===== config.mk =====
export PLATFORM = sky130hd
export DESIGN_NAME = alu_rr_sequencer
export DESIGN_NICKNAME = d
export VERILOG_FILES = /design/src/rtl/alu_rr_sequencer.sv
export SDC_FILE = /design/constraint.sdc
export NUM_CORES = 1
export LEC_CHECK = 0
export CAP_MARGIN = 20
export CORE_MARGIN = 2
export CORE_UTILIZATION = 31
export CTS_CLUSTER_DIAMETER = 50
export DETAILED_ROUTE_END_ITERATION = 7
export PLACE_DENSITY = 0.81
export SYNTH_ARGS = -nofsm -noshare
export SYNTH_HDL_FRONTEND = slang
export SYNTH_SLANG_ARGS = --single-unit

===== constraint.sdc =====
create_clock -name Clock -period 2.57 [get_ports Clock]
set_input_delay 0.6425 -clock Clock [delete_from_list [all_inputs] [get_ports Clock]]
set_output_delay 0.6425 -clock Clock [all_outputs]
set_load 0.01 [all_outputs]

===== src/rtl/alu_rr_sequencer.sv =====
// Fetch/execute control-step sequencer for register-register ALU instructions.
// Optional HI/LO write-back for multiply/divide is enabled by defining SEQ_HILO_EN.
module alu_rr_sequencer #(
    parameter int                  IR_W        = 32,
    parameter int                  OPCODE_W    = 5,
    parameter int                  REG_FIELD_W = 4,
    parameter int                  NUM_REGS    = 16,
    parameter logic [OPCODE_W-1:0] OP_MIN      = 5'd3,
    parameter logic [OPCODE_W-1:0] OP_MAX      = 5'd12,
    parameter logic [OPCODE_W-1:0] OP_MUL      = 5'd15,
    parameter logic [OPCODE_W-1:0] OP_DIV      = 5'd16,
    parameter int                  MEM_TIMEOUT = 15
) (
    input  logic                Clock,
    input  logic                Clear,
    input  logic                Start,
    input  logic                MemReady,
    input  logic [IR_W-1:0]     IR,
    output logic                PCout,
    output logic                MARin,
    output logic                IncPC,
    output logic                Zin,
    output logic                Zlowout,
    output logic                ZHighout,
    output logic                PCin,
    output logic                Read,
    output logic                MDRin,
    output logic                MDRout,
    output logic                IRin,
    output logic                Yin,
    output logic [NUM_REGS-1:0] Rout,
    output logic [NUM_REGS-1:0] Rin,
    output logic [OPCODE_W-1:0] AluOp,
    output logic                HIin,
    output logic                LOin,
    output logic                Busy,
    output logic                Done,
    output logic                Err,
    output logic [3:0]          Step
);

    localparam int CNT_W   = ($clog2(MEM_TIMEOUT + 1) > 4) ? $clog2(MEM_TIMEOUT + 1) : 4;
    localparam int RA_MSB  = IR_W - OPCODE_W - 1;
    localparam int RB_MSB  = RA_MSB - REG_FIELD_W;
    localparam int RC_MSB  = RB_MSB - REG_FIELD_W;
    localparam int LOW_W   = RC_MSB + 1 - REG_FIELD_W;

    typedef enum logic [3:0] {
        S_IDLE = 4'd0,
        S_T0   = 4'd1,
        S_T1   = 4'd2,
        S_T2   = 4'd3,
        S_T3   = 4'd4,
        S_T4   = 4'd5,
        S_T5   = 4'd6,
        S_T6   = 4'd7
    } state_t;

    state_t             state_q, state_d;
    logic [CNT_W-1:0]   cnt_q;
    logic               err_q;
    logic               set_err, clr_err, cnt_clr, cnt_inc;

    logic [OPCODE_W-1:0]    opcode;
    logic [REG_FIELD_W-1:0] ra, rb, rc;
    logic                   op_legal, reg_bad, legal, is_hilo, timeout_hit;
    logic                   unused_ir;

    assign opcode    = IR[IR_W-1 -: OPCODE_W];
    assign ra        = IR[RA_MSB -: REG_FIELD_W];
    assign rb        = IR[RB_MSB -: REG_FIELD_W];
    assign rc        = IR[RC_MSB -: REG_FIELD_W];
    assign unused_ir = ^IR[LOW_W-1:0];

`ifdef SEQ_HILO_EN
    assign is_hilo  = (opcode == OP_MUL) || (opcode == OP_DIV);
`else
    assign is_hilo  = 1'b0;
`endif
    assign op_legal = ((opcode >= OP_MIN) && (opcode <= OP_MAX)) || is_hilo;

    // Range check only exists when the field can address unimplemented registers.
    if (NUM_REGS < (2 ** REG_FIELD_W)) begin : g_reg_range
        localparam logic [REG_FIELD_W-1:0] LIMIT = REG_FIELD_W'(NUM_REGS);
        assign reg_bad = (ra >= LIMIT) || (rb >= LIMIT) || (rc >= LIMIT);
    end else begin : g_reg_full
        assign reg_bad = 1'b0;
    end

    assign legal       = op_legal && !reg_bad;
    assign timeout_hit = (CNT_W'(cnt_q + 1'b1) == CNT_W'(MEM_TIMEOUT));

    function automatic logic [NUM_REGS-1:0] onehot(input logic [REG_FIELD_W-1:0] idx);
        logic [NUM_REGS-1:0] v;
        for (int i = 0; i < NUM_REGS; i++) v[i] = (idx == REG_FIELD_W'(i));
        return v;
    endfunction

    always_ff @(posedge Clock or posedge Clear) begin
        if (Clear) begin
            state_q <= S_IDLE;
            cnt_q   <= '0;
            err_q   <= 1'b0;
        end else begin
            state_q <= state_d;
            if (cnt_clr)      cnt_q <= '0;
            else if (cnt_inc) cnt_q <= cnt_q + 1'b1;
            if (clr_err)      err_q <= 1'b0;
            else if (set_err) err_q <= 1'b1;
        end
    end

    always_comb begin
        state_d = state_q;
        set_err = 1'b0;
        clr_err = 1'b0;
        cnt_clr = 1'b0;
        cnt_inc = 1'b0;
        case (state_q)
            S_IDLE: if (Start) begin
                state_d = S_T0;
                clr_err = 1'b1;
                cnt_clr = 1'b1;
            end
            S_T0: state_d = S_T1;
            S_T1: begin
                if (MemReady) begin
                    state_d = S_T2;
                end else if (timeout_hit) begin
                    state_d = S_IDLE;
                    set_err = 1'b1;
                end else begin
                    cnt_inc = 1'b1;
                end
            end
            S_T2: state_d = S_T3;
            S_T3: begin
                if (legal) begin
                    state_d = S_T4;
                end else begin
                    state_d = S_IDLE;
                    set_err = 1'b1;
                end
            end
            S_T4: state_d = S_T5;
            S_T5: state_d = is_hilo ? S_T6 : S_IDLE;
            default: state_d = S_IDLE;
        endcase
    end

    // Moore decode; T3 strobes additionally gated by the decode result.
    always_comb begin
        PCout    = 1'b0;
        MARin    = 1'b0;
        IncPC    = 1'b0;
        Zin      = 1'b0;
        Zlowout  = 1'b0;
        ZHighout = 1'b0;
        PCin     = 1'b0;
        Read     = 1'b0;
        MDRin    = 1'b0;
        MDRout   = 1'b0;
        IRin     = 1'b0;
        Yin      = 1'b0;
        Rout     = '0;
        Rin      = '0;
        AluOp    = '0;
        HIin     = 1'b0;
        LOin     = 1'b0;
        Done     = 1'b0;
        case (state_q)
            S_T0: begin
                PCout = 1'b1;
                MARin = 1'b1;
                IncPC = 1'b1;
                Zin   = 1'b1;
            end
            S_T1: begin
                Zlowout = 1'b1;
                PCin    = 1'b1;
                Read    = 1'b1;
                MDRin   = 1'b1;
            end
            S_T2: begin
                MDRout = 1'b1;
                IRin   = 1'b1;
            end
            S_T3: if (legal) begin
                Rout = onehot(rb);
                Yin  = 1'b1;
            end
            S_T4: begin
                Rout  = onehot(rc);
                Zin   = 1'b1;
                AluOp = opcode;
            end
            S_T5: begin
                Zlowout = 1'b1;
`ifdef SEQ_HILO_EN
                LOin    = is_hilo;
`endif
                if (!is_hilo) begin
                    Rin  = onehot(ra);
                    Done = 1'b1;
                end
            end
`ifdef SEQ_HILO_EN
            S_T6: begin
                ZHighout = 1'b1;
                HIin     = 1'b1;
                Done     = 1'b1;
            end
`endif
            default: ;
        endcase
    end

    assign Busy = (state_q != S_IDLE);
    assign Err  = err_q;
    assign Step = state_q;

endmodule


==> impl_metrics.json <==
{
  "status": "complete, but fails checks",
  "violations": "negative setup slack",
  "crit_required_ns": 1.93,
  "root_buffer": "clkbuf_4",
  "yosysWarningCount": 0,
  "rr_startpoint": "Step[2]$_DFFE_PP0P_",
  "clk_pin_slew_ns": 0.06,
  "port_buffers": 74,
  "maxSlewViolCount": 0,
  "yosysSeqAreaShare_pct": 19.5,
  "final_layout_size_suffix_gt1_share_pct": 31.7,
  "cts_made_buffers": 3,
  "cts_buffer_depth": 2,
  "synth_ff_type": "dfrtp_1",
  "mostFrequentLayoutCell": "clkdlybuf4s50_1",
  "critPathLaunch": "IR[27]",
  "syn2layout_area_growth_pct": 94.8,
  "fin_util_pct": 64.4,
  "gp_congestion": 0.900,
  "drc": 0,
  "setup.worst_path.end_class": "output pin",
  "viasPerCell": 5.13,
  "final_cell_mix": "clkdlybuf4s50_1 (27), nor2_1 (25), buf_4 (25)",
  "max_freq_mhz": 369,
  "start_util_pct": 33.1,
  "clk_latency_ns": 0.25,
  "diodes": 0,
  "power_density_nw_per_um2": 570,
  "finalHoldViolCount": 0,
  "syn_area_um2": 1030,
  "htreeDepth": 1,
  "antenna_found_initial": 0,
  "place_area_um2": 1920,
  "p_leak_nw": 1.01,
  "fin_crit_sh_pct": 105,
  "dieArea_um2": 3790,
  "peakVddDrop_mv": 0.491,
  "die_w_um": 61.5,
  "dpl.hpwl_um": 3030,
  "ys_ff_latch": 8,
  "syn_area_per_cell_um2": 6.79,
  "syn_inst": 151,
  "coreArea_um2": 3100,
  "min_from": "Err$_DFFE_PP0P_",
  "first_iter_violations": 101,
  "start_kind": "input port",
  "fin_area_um2": 2000,
  "setup_tns_ns": -0.795,
  "hold_depth": 2,
  "reg2reg_depth": 5,
  "overflow": 0,
  "firstDrtPassIters": 4,
  "drv_cap": 0,
  "ys_types": 39,
  "grt_pass1_vias": 1298,
  "io_pins": 94,
  "pre_cts_slack_ns": -0.951,
  "row_count": 20,
  "cts.sink_count": 8,
  "fill_cells": 283,
  "worst_ep_arrival_time_ns": 2.07,
  "pwr-share-comb_pct": 71.9,
  "worstPathMaxFanout": 3,
  "setup_slack_ns": -0.141,
  "die_h_um": 61.5,
  "wl_per_cell_um": 13.9,
  "grt_max_degree": 10,
  "p_int_mw": 0.652,
  "setup_violations": 13,
  "swShare_pct": 42.8,
  "layout.nets": 286,
  "finalCriticalPeriod_ns": 2.71,
  "grtUsageTotal_pct": 20.2,
  "async_flop_share_pct": 100,
  "p_sw_mw": 0.488,
  "synth_edf_count": 0,
  "critPathKind": "input port to output pin",
  "hold_class": "flop to flop",
  "tritoncts": "yes",
  "drtAntennaViolNets": 0,
  "seq_power_share_pct": 19.8,
  "num_vias": 1487,
  "grt_pass1_wl_um": 5820,
  "rsz0062_at_grt": "true",
  "power_frac_clock_pct": 8.3,
  "routed_wl_um": 4020,
  "fin_skew_ns": 0.0102
}
-- flip-flops by register name (all words and copies together) (netlist names) --
register	count
cnt_q	4
Step	3
Err	1
-- cell families (layout without fill, tap and decap cells) --
| group | after synthesis | after routing | share of synthesized area, % |
|---|---|---|---|
| other | 1 | 4 | 0.366 |
| DFF | 8 | 8 | 19.5 |
| and+or+nand+nor | 87 | 87 | 44.0 |
| AOI/OAI and AO/OA | 33 | 33 | 21.6 |
| adders and majority gates | 2 | 2 | 2.44 |
| muxes | 2 | 2 | 1.95 |
| buffers and inverters | 18 | 110 | 10.1 |
-- final cells by class --
class	instances	area (µm²)	area share, %
sequential	8	200	10.0
clock buffer	3	22.5	1.13
multi-input combinational	128	853	42.7
inverter	5	18.8	0.939
tap	44	55.1	2.76
timing repair buffer	102	848	42.5
-- cells in the mapped netlist, types with 2 or more instances --
cell type,count,area (µm²)
nand4b_1,2,17.5
nand2b_1,9,56.3
mux2i_1,2,20.0
o211ai_1,2,15.0
buf_4,9,67.6
inv_1,4,15.0
and3_1,4,25.0
nand3_1,6,30.0
o21ai_0,5,25.0
nand2_1,16,60.1
nand3b_1,2,15.0
o22ai_1,13,81.3
dfrtp_1,8,200
o32ai_1,2,17.5
nand4_1,2,12.5
nor2b_1,4,25.0
or3_1,4,25.0
a21oi_1,4,20.0
nor3_1,5,25.0
clkbuf_1,2,7.51
nor2_1,26,97.6
buf_2,2,10.0
ha_1,2,25.0
-- worst max-delay path, cell delays in order --
cell and delay, ns:
buf_6 0.09, or2_4 0.26, a311oi_4 0.30, buf_4 0.19, nand4_1 0.17, o32ai_2 0.24, buf_2 0.17
-- stage by stage --
step | power [mW] | std cells | hold slack, ns
6_report | 1.14 | 290 | 0.525
3_3_place_gp | 1.00 | 282 | 0.509
4_1_cts | 1.12 | 289 | 0.525
5_1_grt | 1.23 | 290 | 0.555
3_5_place_dp | 1.01 | 282 | 0.504
2_1_floorplan | 0.637 | 154 | 0.458
-- worst paths after layout --
path | endpoint | slack, ns
worst min-delay path | Err$_DFFE_PP0P_ | 0.53
min in group asynchronous | Err$_DFFE_PP0P_ | 0.64
max in group asynchronous | cnt_q[2]$_DFFE_PP0P_ | 1.68
worst max-delay path | Rout[3] | -0.14
worst min register to register | Err$_DFFE_PP0P_ | 0.53
worst max register to register | cnt_q[0]$_DFFE_PP0P_ | 0.81
-- timing repair --
action                                 in CTS  in global routing
hold buffers                                0                  0
setup endpoints to repair                  35                 28
resized for setup                         112                 30
pin swaps                                  13                  9
buffers inserted                            4                  1
endpoints found under the hold margin       0                  0
-- power groups by stage --
stage	clock (mW)	sequential (mW)	combinational (mW)
2_1_floorplan	0	0.217	0.419
3_3_place_gp	0	0.226	0.776
6_report	0.0949	0.226	0.819
5_1_grt	0.103	0.236	0.890
4_1_cts	0.0990	0.225	0.797
3_5_place_dp	0	0.227	0.787
-- per-layer routing --
layer / up-vias / part of all wire, % / global-route usage [%]
li1: 730 / - / -
met1: 685 / 42 / 25.8
met2: 68 / 49 / 35.8
met3: 4 / 8.3 / 3.99
met4: 0 / 0.75 / 3.34
met5: - / 0 / 0
Power figures use the tool's default switching activity.
